**config.mk**
```make
export PLATFORM = sky130hd
export DESIGN_NAME = search_scheduler_flat
export DESIGN_NICKNAME = d
export VERILOG_FILES = /design/src/rtl/search_pkg.sv /design/src/rtl/search_scheduler_if.sv /design/src/rtl/search_watchdog.sv /design/src/rtl/search_scheduler.sv /design/src/flat_wrapper.sv
export SDC_FILE = /design/constraint.sdc
export NUM_CORES = 1
export LEC_CHECK = 0
export ABC_AREA = 1
export CORE_ASPECT_RATIO = 0.9
export CORE_MARGIN = 4
export CORE_UTILIZATION = 50
export CTS_BUF_LIST = sky130_fd_sc_hd__clkbuf_16
export DETAILED_ROUTE_END_ITERATION = 10
export MAX_ROUTING_LAYER = met4
export PLACE_DENSITY = 0.9
export SYNTH_ARGS = -nofsm -noshare
export SYNTH_HDL_FRONTEND = slang
export SYNTH_HIERARCHICAL = 1
export SYNTH_SLANG_ARGS = --single-unit
```
**constraint.sdc**
```tcl
create_clock -name CLK100MHZ -period 4 [get_ports CLK100MHZ]
set_input_delay 0.8 -clock CLK100MHZ [delete_from_list [all_inputs] [get_ports CLK100MHZ]]
set_output_delay 0.8 -clock CLK100MHZ [all_outputs]
set_load 0.01 [all_outputs]
```
**src/rtl/search_pkg.sv**
```systemverilog
// Shared widths, sentinel value and FSM encoding for the
// search job sequencer and its watchdog.
package search_pkg;

    localparam int PW    = 8;
    localparam int BW    = 8;
    localparam int LW    = 16;
    localparam int CYC_W = 16;

    localparam logic [LW-1:0] NO_MATCH = '1;

    typedef enum logic [2:0] {
        S_IDLE   = 3'd0,
        S_START  = 3'd1,
        S_RUN    = 3'd2,
        S_REPORT = 3'd3,
        S_DONE   = 3'd4
    } state_t;

    // A job the engine could never match is answered without running it.
    function automatic logic is_degenerate(
        input logic [PW-1:0] pl,
        input logic [LW-1:0] bl
    );
        return (pl == '0) || (bl == '0) || (LW'(pl) > bl);
    endfunction

endpackage

```
**src/rtl/search_scheduler_if.sv**
```systemverilog
// Job, engine and result signals of the search scheduler.
// slave = scheduler side, master = requester/engine/consumer side.
interface search_scheduler_if;
    import search_pkg::*;

    logic             job_valid;
    logic             job_ready;
    logic [PW-1:0]    job_p;
    logic [PW-1:0]    job_pl;
    logic [BW-1:0]    job_b;
    logic [LW-1:0]    job_bl;

    logic [PW-1:0]    eng_p;
    logic [PW-1:0]    eng_pl;
    logic [BW-1:0]    eng_b;
    logic [LW-1:0]    eng_bl;
    logic             eng_activate;
    logic             eng_reset;
    logic             eng_done;
    logic [LW-1:0]    eng_found;

    logic             res_valid;
    logic             res_ready;
    logic [LW-1:0]    res_addr;
    logic             res_last;
    logic             res_err;
    logic [CYC_W-1:0] res_cycles;
    logic             busy;

    modport slave (
        input  job_valid, job_p, job_pl, job_b, job_bl,
        input  eng_done, eng_found, res_ready,
        output job_ready,
        output eng_p, eng_pl, eng_b, eng_bl,
        output eng_activate, eng_reset,
        output res_valid, res_addr, res_last, res_err,
        output res_cycles, busy
    );

    modport master (
        output job_valid, job_p, job_pl, job_b, job_bl,
        output eng_done, eng_found, res_ready,
        input  job_ready,
        input  eng_p, eng_pl, eng_b, eng_bl,
        input  eng_activate, eng_reset,
        input  res_valid, res_addr, res_last, res_err,
        input  res_cycles, busy
    );

endinterface

```
**src/rtl/search_watchdog.sv**
```systemverilog
// Clearable cycle counter that flags when TIMEOUT cycles have
// elapsed; it parks at TIMEOUT until cleared.
module search_watchdog #(
    parameter int TIMEOUT = 65535
) (
    input  logic clk,
    input  logic reset,
    input  logic clear,
    input  logic enable,
    output logic expired
);

    localparam int CW = $clog2(TIMEOUT + 1);

    logic [CW-1:0] cnt_q;
    logic [CW-1:0] cnt_d;

    assign expired = (cnt_q == CW'(TIMEOUT));

    always_comb begin
        cnt_d = cnt_q;
        if (clear) begin
            cnt_d = '0;
        end else if (enable && !expired) begin
            cnt_d = cnt_q + 1'b1;
        end
    end

    always_ff @(posedge clk) begin
        if (reset) begin
            cnt_q <= '0;
        end else begin
            cnt_q <= cnt_d;
        end
    end

endmodule

```
**src/rtl/search_scheduler.sv**
```systemverilog
// Job sequencer for the search engine: runs one job, steps the
// engine through each match and hands every hit to the consumer.
module search_scheduler
    import search_pkg::*;
#(
    parameter int MAX_HITS = 16,
    parameter int TIMEOUT  = 65535
) (
    input  logic                CLK100MHZ,
    input  logic                reset,
    search_scheduler_if.slave   bus
);

    localparam int HW = $clog2(MAX_HITS + 1);

    state_t           state_q, state_d;
    logic [PW-1:0]    p_q, p_d;
    logic [PW-1:0]    pl_q, pl_d;
    logic [BW-1:0]    b_q, b_d;
    logic [LW-1:0]    bl_q, bl_d;
    logic [LW-1:0]    addr_q, addr_d;
    logic             last_q, last_d;
    logic             err_q, err_d;
    logic [CYC_W-1:0] cyc_q, cyc_d;
    logic [HW-1:0]    hits_q, hits_d;
    logic [HW-1:0]    hits_inc;
    logic             wd_clear;
    logic             wd_expired;
    logic             in_run;

    assign in_run   = (state_q == S_RUN);
    assign hits_inc = hits_q + 1'b1;

    search_watchdog #(
        .TIMEOUT (TIMEOUT)
    ) u_watchdog (
        .clk     (CLK100MHZ),
        .reset   (reset),
        .clear   (wd_clear),
        .enable  (in_run),
        .expired (wd_expired)
    );

    always_comb begin
        state_d  = state_q;
        p_d      = p_q;
        pl_d     = pl_q;
        b_d      = b_q;
        bl_d     = bl_q;
        addr_d   = addr_q;
        last_d   = last_q;
        err_d    = err_q;
        cyc_d    = cyc_q;
        hits_d   = hits_q;
        wd_clear = 1'b0;

        unique case (state_q)
            S_IDLE: begin
                if (bus.job_valid) begin
                    p_d    = bus.job_p;
                    pl_d   = bus.job_pl;
                    b_d    = bus.job_b;
                    bl_d   = bus.job_bl;
                    cyc_d  = '0;
                    hits_d = '0;
                    err_d  = 1'b0;
                    last_d = 1'b0;
                    if (is_degenerate(bus.job_pl, bus.job_bl)) begin
                        addr_d  = NO_MATCH;
                        last_d  = 1'b1;
                        state_d = S_DONE;
                    end else begin
                        state_d = S_START;
                    end
                end
            end
            S_START: begin
                wd_clear = 1'b1;
                state_d  = S_RUN;
            end
            S_RUN: begin
                // A real answer from the engine beats a same-cycle timeout.
                if (bus.eng_done) begin
                    err_d   = 1'b0;
                    addr_d  = bus.eng_found;
                    state_d = S_REPORT;
                    if (bus.eng_found != NO_MATCH) begin
                        hits_d = hits_inc;
                        last_d = (hits_inc == HW'(MAX_HITS));
                    end else begin
                        last_d = 1'b1;
                    end
                end else if (wd_expired) begin
                    err_d   = 1'b1;
                    last_d  = 1'b1;
                    addr_d  = NO_MATCH;
                    state_d = S_REPORT;
                end
            end
            S_REPORT: begin
                if (bus.res_ready) begin
                    if (last_q) begin
                        state_d = S_IDLE;
                    end else begin
                        wd_clear = 1'b1;
                        state_d  = S_RUN;
                    end
                end
            end
            S_DONE: begin
                if (bus.res_ready) begin
                    state_d = S_IDLE;
                end
            end
            default: begin
                state_d = S_IDLE;
            end
        endcase

        // Elapsed time excludes cycles spent waiting on the consumer.
        if ((state_q == S_START || in_run) && cyc_q != '1) begin
            cyc_d = cyc_q + 1'b1;
        end
    end

    always_ff @(posedge CLK100MHZ) begin
        if (reset) begin
            state_q <= S_IDLE;
            p_q     <= '0;
            pl_q    <= '0;
            b_q     <= '0;
            bl_q    <= '0;
            addr_q  <= '0;
            last_q  <= 1'b0;
            err_q   <= 1'b0;
            cyc_q   <= '0;
            hits_q  <= '0;
        end else begin
            state_q <= state_d;
            p_q     <= p_d;
            pl_q    <= pl_d;
            b_q     <= b_d;
            bl_q    <= bl_d;
            addr_q  <= addr_d;
            last_q  <= last_d;
            err_q   <= err_d;
            cyc_q   <= cyc_d;
            hits_q  <= hits_d;
        end
    end

    assign bus.job_ready    = (state_q == S_IDLE) && !reset;
    assign bus.busy         = (state_q != S_IDLE);
    assign bus.eng_reset    = reset || (state_q == S_START);
    assign bus.eng_activate = in_run;
    assign bus.eng_p        = p_q;
    assign bus.eng_pl       = pl_q;
    assign bus.eng_b        = b_q;
    assign bus.eng_bl       = bl_q;
    assign bus.res_valid    = (state_q == S_REPORT) ||
                              (state_q == S_DONE);
    assign bus.res_addr     = addr_q;
    assign bus.res_last     = last_q;
    assign bus.res_err      = err_q;
    assign bus.res_cycles   = cyc_q;

endmodule
```
**src/flat_wrapper.sv**
```systemverilog
// flat-port wrapper written by rule: the top's interface ports become plain ports
module search_scheduler_flat import search_pkg::*;
#(
    parameter int MAX_HITS = 16,
    parameter int TIMEOUT  = 65535
)
  (CLK100MHZ, reset, bus_job_valid, bus_job_p, bus_job_pl, bus_job_b, bus_job_bl, bus_eng_done, bus_eng_found, bus_res_ready, bus_job_ready, bus_eng_p, bus_eng_pl, bus_eng_b, bus_eng_bl, bus_eng_activate, bus_eng_reset, bus_res_valid, bus_res_addr, bus_res_last, bus_res_err, bus_res_cycles, bus_busy);
  search_scheduler_if bus_i ();
  input  logic CLK100MHZ;
  input  logic reset;
  input wire logic [$bits(bus_i.job_valid)-1:0] bus_job_valid;
  input wire logic [$bits(bus_i.job_p)-1:0] bus_job_p;
  input wire logic [$bits(bus_i.job_pl)-1:0] bus_job_pl;
  input wire logic [$bits(bus_i.job_b)-1:0] bus_job_b;
  input wire logic [$bits(bus_i.job_bl)-1:0] bus_job_bl;
  input wire logic [$bits(bus_i.eng_done)-1:0] bus_eng_done;
  input wire logic [$bits(bus_i.eng_found)-1:0] bus_eng_found;
  input wire logic [$bits(bus_i.res_ready)-1:0] bus_res_ready;
  output wire logic [$bits(bus_i.job_ready)-1:0] bus_job_ready;
  output wire logic [$bits(bus_i.eng_p)-1:0] bus_eng_p;
  output wire logic [$bits(bus_i.eng_pl)-1:0] bus_eng_pl;
  output wire logic [$bits(bus_i.eng_b)-1:0] bus_eng_b;
  output wire logic [$bits(bus_i.eng_bl)-1:0] bus_eng_bl;
  output wire logic [$bits(bus_i.eng_activate)-1:0] bus_eng_activate;
  output wire logic [$bits(bus_i.eng_reset)-1:0] bus_eng_reset;
  output wire logic [$bits(bus_i.res_valid)-1:0] bus_res_valid;
  output wire logic [$bits(bus_i.res_addr)-1:0] bus_res_addr;
  output wire logic [$bits(bus_i.res_last)-1:0] bus_res_last;
  output wire logic [$bits(bus_i.res_err)-1:0] bus_res_err;
  output wire logic [$bits(bus_i.res_cycles)-1:0] bus_res_cycles;
  output wire logic [$bits(bus_i.busy)-1:0] bus_busy;
  assign bus_i.job_valid = bus_job_valid;
  assign bus_i.job_p = bus_job_p;
  assign bus_i.job_pl = bus_job_pl;
  assign bus_i.job_b = bus_job_b;
  assign bus_i.job_bl = bus_job_bl;
  assign bus_i.eng_done = bus_eng_done;
  assign bus_i.eng_found = bus_eng_found;
  assign bus_i.res_ready = bus_res_ready;
  assign bus_job_ready = bus_i.job_ready;
  assign bus_eng_p = bus_i.eng_p;
  assign bus_eng_pl = bus_i.eng_pl;
  assign bus_eng_b = bus_i.eng_b;
  assign bus_eng_bl = bus_i.eng_bl;
  assign bus_eng_activate = bus_i.eng_activate;
  assign bus_eng_reset = bus_i.eng_reset;
  assign bus_res_valid = bus_i.res_valid;
  assign bus_res_addr = bus_i.res_addr;
  assign bus_res_last = bus_i.res_last;
  assign bus_res_err = bus_i.res_err;
  assign bus_res_cycles = bus_i.res_cycles;
  assign bus_busy = bus_i.busy;
  search_scheduler #(.MAX_HITS(MAX_HITS), .TIMEOUT(TIMEOUT)) u_core (.CLK100MHZ(CLK100MHZ), .reset(reset), .bus(bus_i));
endmodule
```
==> impl_metrics.json <==
{
  "ys_ff_latch": 98,
  "r2r_slack_ps": 1750,
  "drt_iter0_drc": 239,
  "r2r-end": "u_core/hits_q[4]",
  "grt.overflow.total": 0,
  "cts-buffers-inserted": 9,
  "dieArea_um2": 11400,
  "ys_types": 32,
  "dpl.hpwl_mm": 9.67,
  "fin_worst_skew_ps": 8.11,
  "cts_max_level": 3,
  "area_growth_pct": 34.6,
  "layout_min_cycle_time_ps": 3000,
  "hold_violations": 0,
  "final_cell_mix": "nor2_1, clkdlybuf4s50_1, nand2_1, dfxtp_1, inv_1",
  "post-place-ws_ps": 998,
  "grtUsageMet3": 0.0621,
  "worst-path-buf-inv": 4,
  "worstHoldStart": "u_core/bus.res_addr[7]",
  "synth.yosys.seq_area_share": 0.402,
  "crit_path_top_delay_cell": "clkdlybuf4s50_1",
  "grt_max_degree": 67,
  "core_area_um2": 9290,
  "die_h_um": 102,
  "crit_path_end_kind": "primary output",
  "leakage_nw": 2.68,
  "cp_cell_sequence": "clkdlybuf4s50_1, buf_4, inv_1, nand2_1, clkdlybuf4s50_1",
  "io_buffers": 139,
  "path_clk_slew_ps": 70,
  "viasPerCell": 5.18,
  "clkLatencyLatePin_ps": 340,
  "rsz0062_at_grt": "no",
  "max_slew_margin": 0.269,
  "initial_core_util": 0.525,
  "reg2reg_depth": 9,
  "worst_slew_pin_slew_ps": 1090,
  "dieWidth_um": 112,
  "max_freq_mhz": 333,
  "grt_usage": 0.235,
  "crit_family": "buffers and inverters",
  "yosysWarningCount": 6,
  "path_class": "in2out",
  "tritoncts": "yes",
  "dr.pass1.iters": 5,
  "ir_drop_mv": 0.328,
  "hold_depth": 2,
  "cts_repair_resize_count": 0,
  "place.gp.congestion": 0.897,
  "nets": 902,
  "critPathMaxStageDelay_ps": 540,
  "setup_viol": 0,
  "cts_setup_buffers": 0,
  "grt_pass1_wl_mm": 21.7,
  "io_pins": 140,
  "arrival_ps": 2200,
  "status": "finished clean",
  "drt-total-wl_mm": 13.1,
  "crit_fanout": 17,
  "drv_cap": 0,
  "period_share": 0.750,
  "ant_nets": 0,
  "hp-class": "reg2reg",
  "avgSynthCellArea_um2": 6.96,
  "r2r-start": "u_core/state_q[0]",
  "design_area_um2": 6560,
  "postCtsHoldBufs": 0,
  "dpl-instance-area_um2": 6270,
  "placement_rows": 33,
  "grt_util_met2": 0.419,
  "grt_antenna_before_repair": 0,
  "crit_path_start_kind": "input pin",
  "netlist_instances": 701,
  "cts.sinks": 98,
  "slew_violations": 0,
  "n_antenna_cell": 0,
  "grt_pass1_vias": 4994,
  "cpMostUsedCell": "clkdlybuf4s50_1",
  "p_per_area_nw_per_um2": 528,
  "setup_ws_ps": 1000,
  "routedWlPerCell_um": 13.8,
  "vias": 4956,
  "remaining_drc_errors": 0,
  "cts_root_buffer": "clkbuf_16",
  "finalSetupTns_ps": 0,
  "worstPathRequired_ps": 3200,
  "syn_area_um2": 4880,
  "drive_above_1_share": 0.0659,
  "grt-busiest-layer": "met2",
  "clk_path_buf_depth": 2,
  "layout_commonest_cell": "nor2_1",
  "syn_nets": 774,
  "hold_end": "u_core/bus.res_addr[7]",
  "met1_usage": 0.252
}
==> logic make-up after synthesis <==
| logic type | synth area share |
|---|---|
| xor gates and xnor gates | 0.0126 |
| DFF | 0.402 |
| and+or+nand+nor | 0.325 |
| AOI/OAI and AO/OA | 0.135 |
| adders and majority gates | 0.0308 |
| buffers and inverters | 0.0939 |
==> where the power goes <==
| group | total [W] | leakage (nW) | switching, W | internal [W] |
|---|---|---|---|---|
| registers | 0.00133 | 0.802 | 0.000144 | 0.00119 |
| clock network | 0.000847 | 0.145 | 0.000406 | 0.000441 |
| logic | 0.00128 | 1.74 | 0.000703 | 0.000581 |
==> metal layers <==
metal  vias up  wire, µm
li1       2496         -
met1      2260      5330
met2       171      6670
met3        29       861
met4         0       289
met5         -         0
==> metrics by stage <==
stage | total power, W | util | cells | hold WS (ps)
after global placement | 0.00257 | 0.675 | 940 | 436
after detailed placement | 0.00263 | 0.675 | 940 | 439
after global routing | 0.00367 | 0.707 | 956 | 468
after floorplan | 0.00208 | - | 701 | 472
final | 0.00346 | 0.707 | 956 | 448
after CTS | 0.00349 | 0.707 | 956 | 451
==> final cells by class <==
cell class / instances / area [µm²]
repair buffers: 141 / 1410
flip-flops and latches: 98 / 1960
clock buffers: 9 / 225
inverters: 76 / 293
clock inverters: 7 / 68.8
fillers: 730 / 2730
multi-input cells: 503 / 2460
well taps: 122 / 153
==> how the worst max path moves through the flow <==
stage               slack [ps]  start            end  cells after the start
floorplan                 1650  reset  bus_eng_reset                      5
global route               920  reset  bus_eng_reset                      5
finish                    1000  reset  bus_eng_reset                      5
global placement          1050  reset  bus_eng_reset                      5
CTS                       1000  reset  bus_eng_reset                      5
detailed placement        1000  reset  bus_eng_reset                      5
==> sequential cells by signal (all words and copies together), names as in the netlist <==
signal,flops
u_core/hits_q,5
u_core/bus.eng_pl,8
u_core/bus.res_last,1
u_core/bus.eng_bl,16
u_core/bus.res_addr,16
u_core/bus.res_cycles,16
u_core/bus.eng_p,8
u_core/bus.res_err,1
u_core/state_q,3
u_core/bus.eng_b,8
u_core/u_watchdog/cnt_q,16
==> worst reg2reg max path, stage by stage (launching register included) <==
cell	delay [ps]
dfxtp_1	360
nor2_4	190
inv_4	70
nor2_4	120
inv_4	60
nor2_8	450
inv_2	490
o21ai_4	240
o21ai_1	100
nor2_1	110
==> synthesized netlist by cell type, drive strengths merged <==
cell type / number / area (µm²)
xnor2: 4 / 35.0
or2: 2 / 12.5
nand3: 45 / 230
a21o: 1 / 7.51
a31o: 1 / 8.76
o21ai: 71 / 367
clkbuf: 9 / 33.8
ha: 12 / 150
a211oi: 1 / 7.51
xor2: 3 / 26.3
nor3: 3 / 15.0
inv: 76 / 293
buf: 15 / 131
nand2: 124 / 510
nor2: 173 / 754
nand4: 9 / 56.3
nand3b: 1 / 7.51
o31ai: 1 / 7.51
a21oi: 52 / 260
dfxtp: 98 / 1960
No activity file was read; power rests on OpenSTA's default activity.
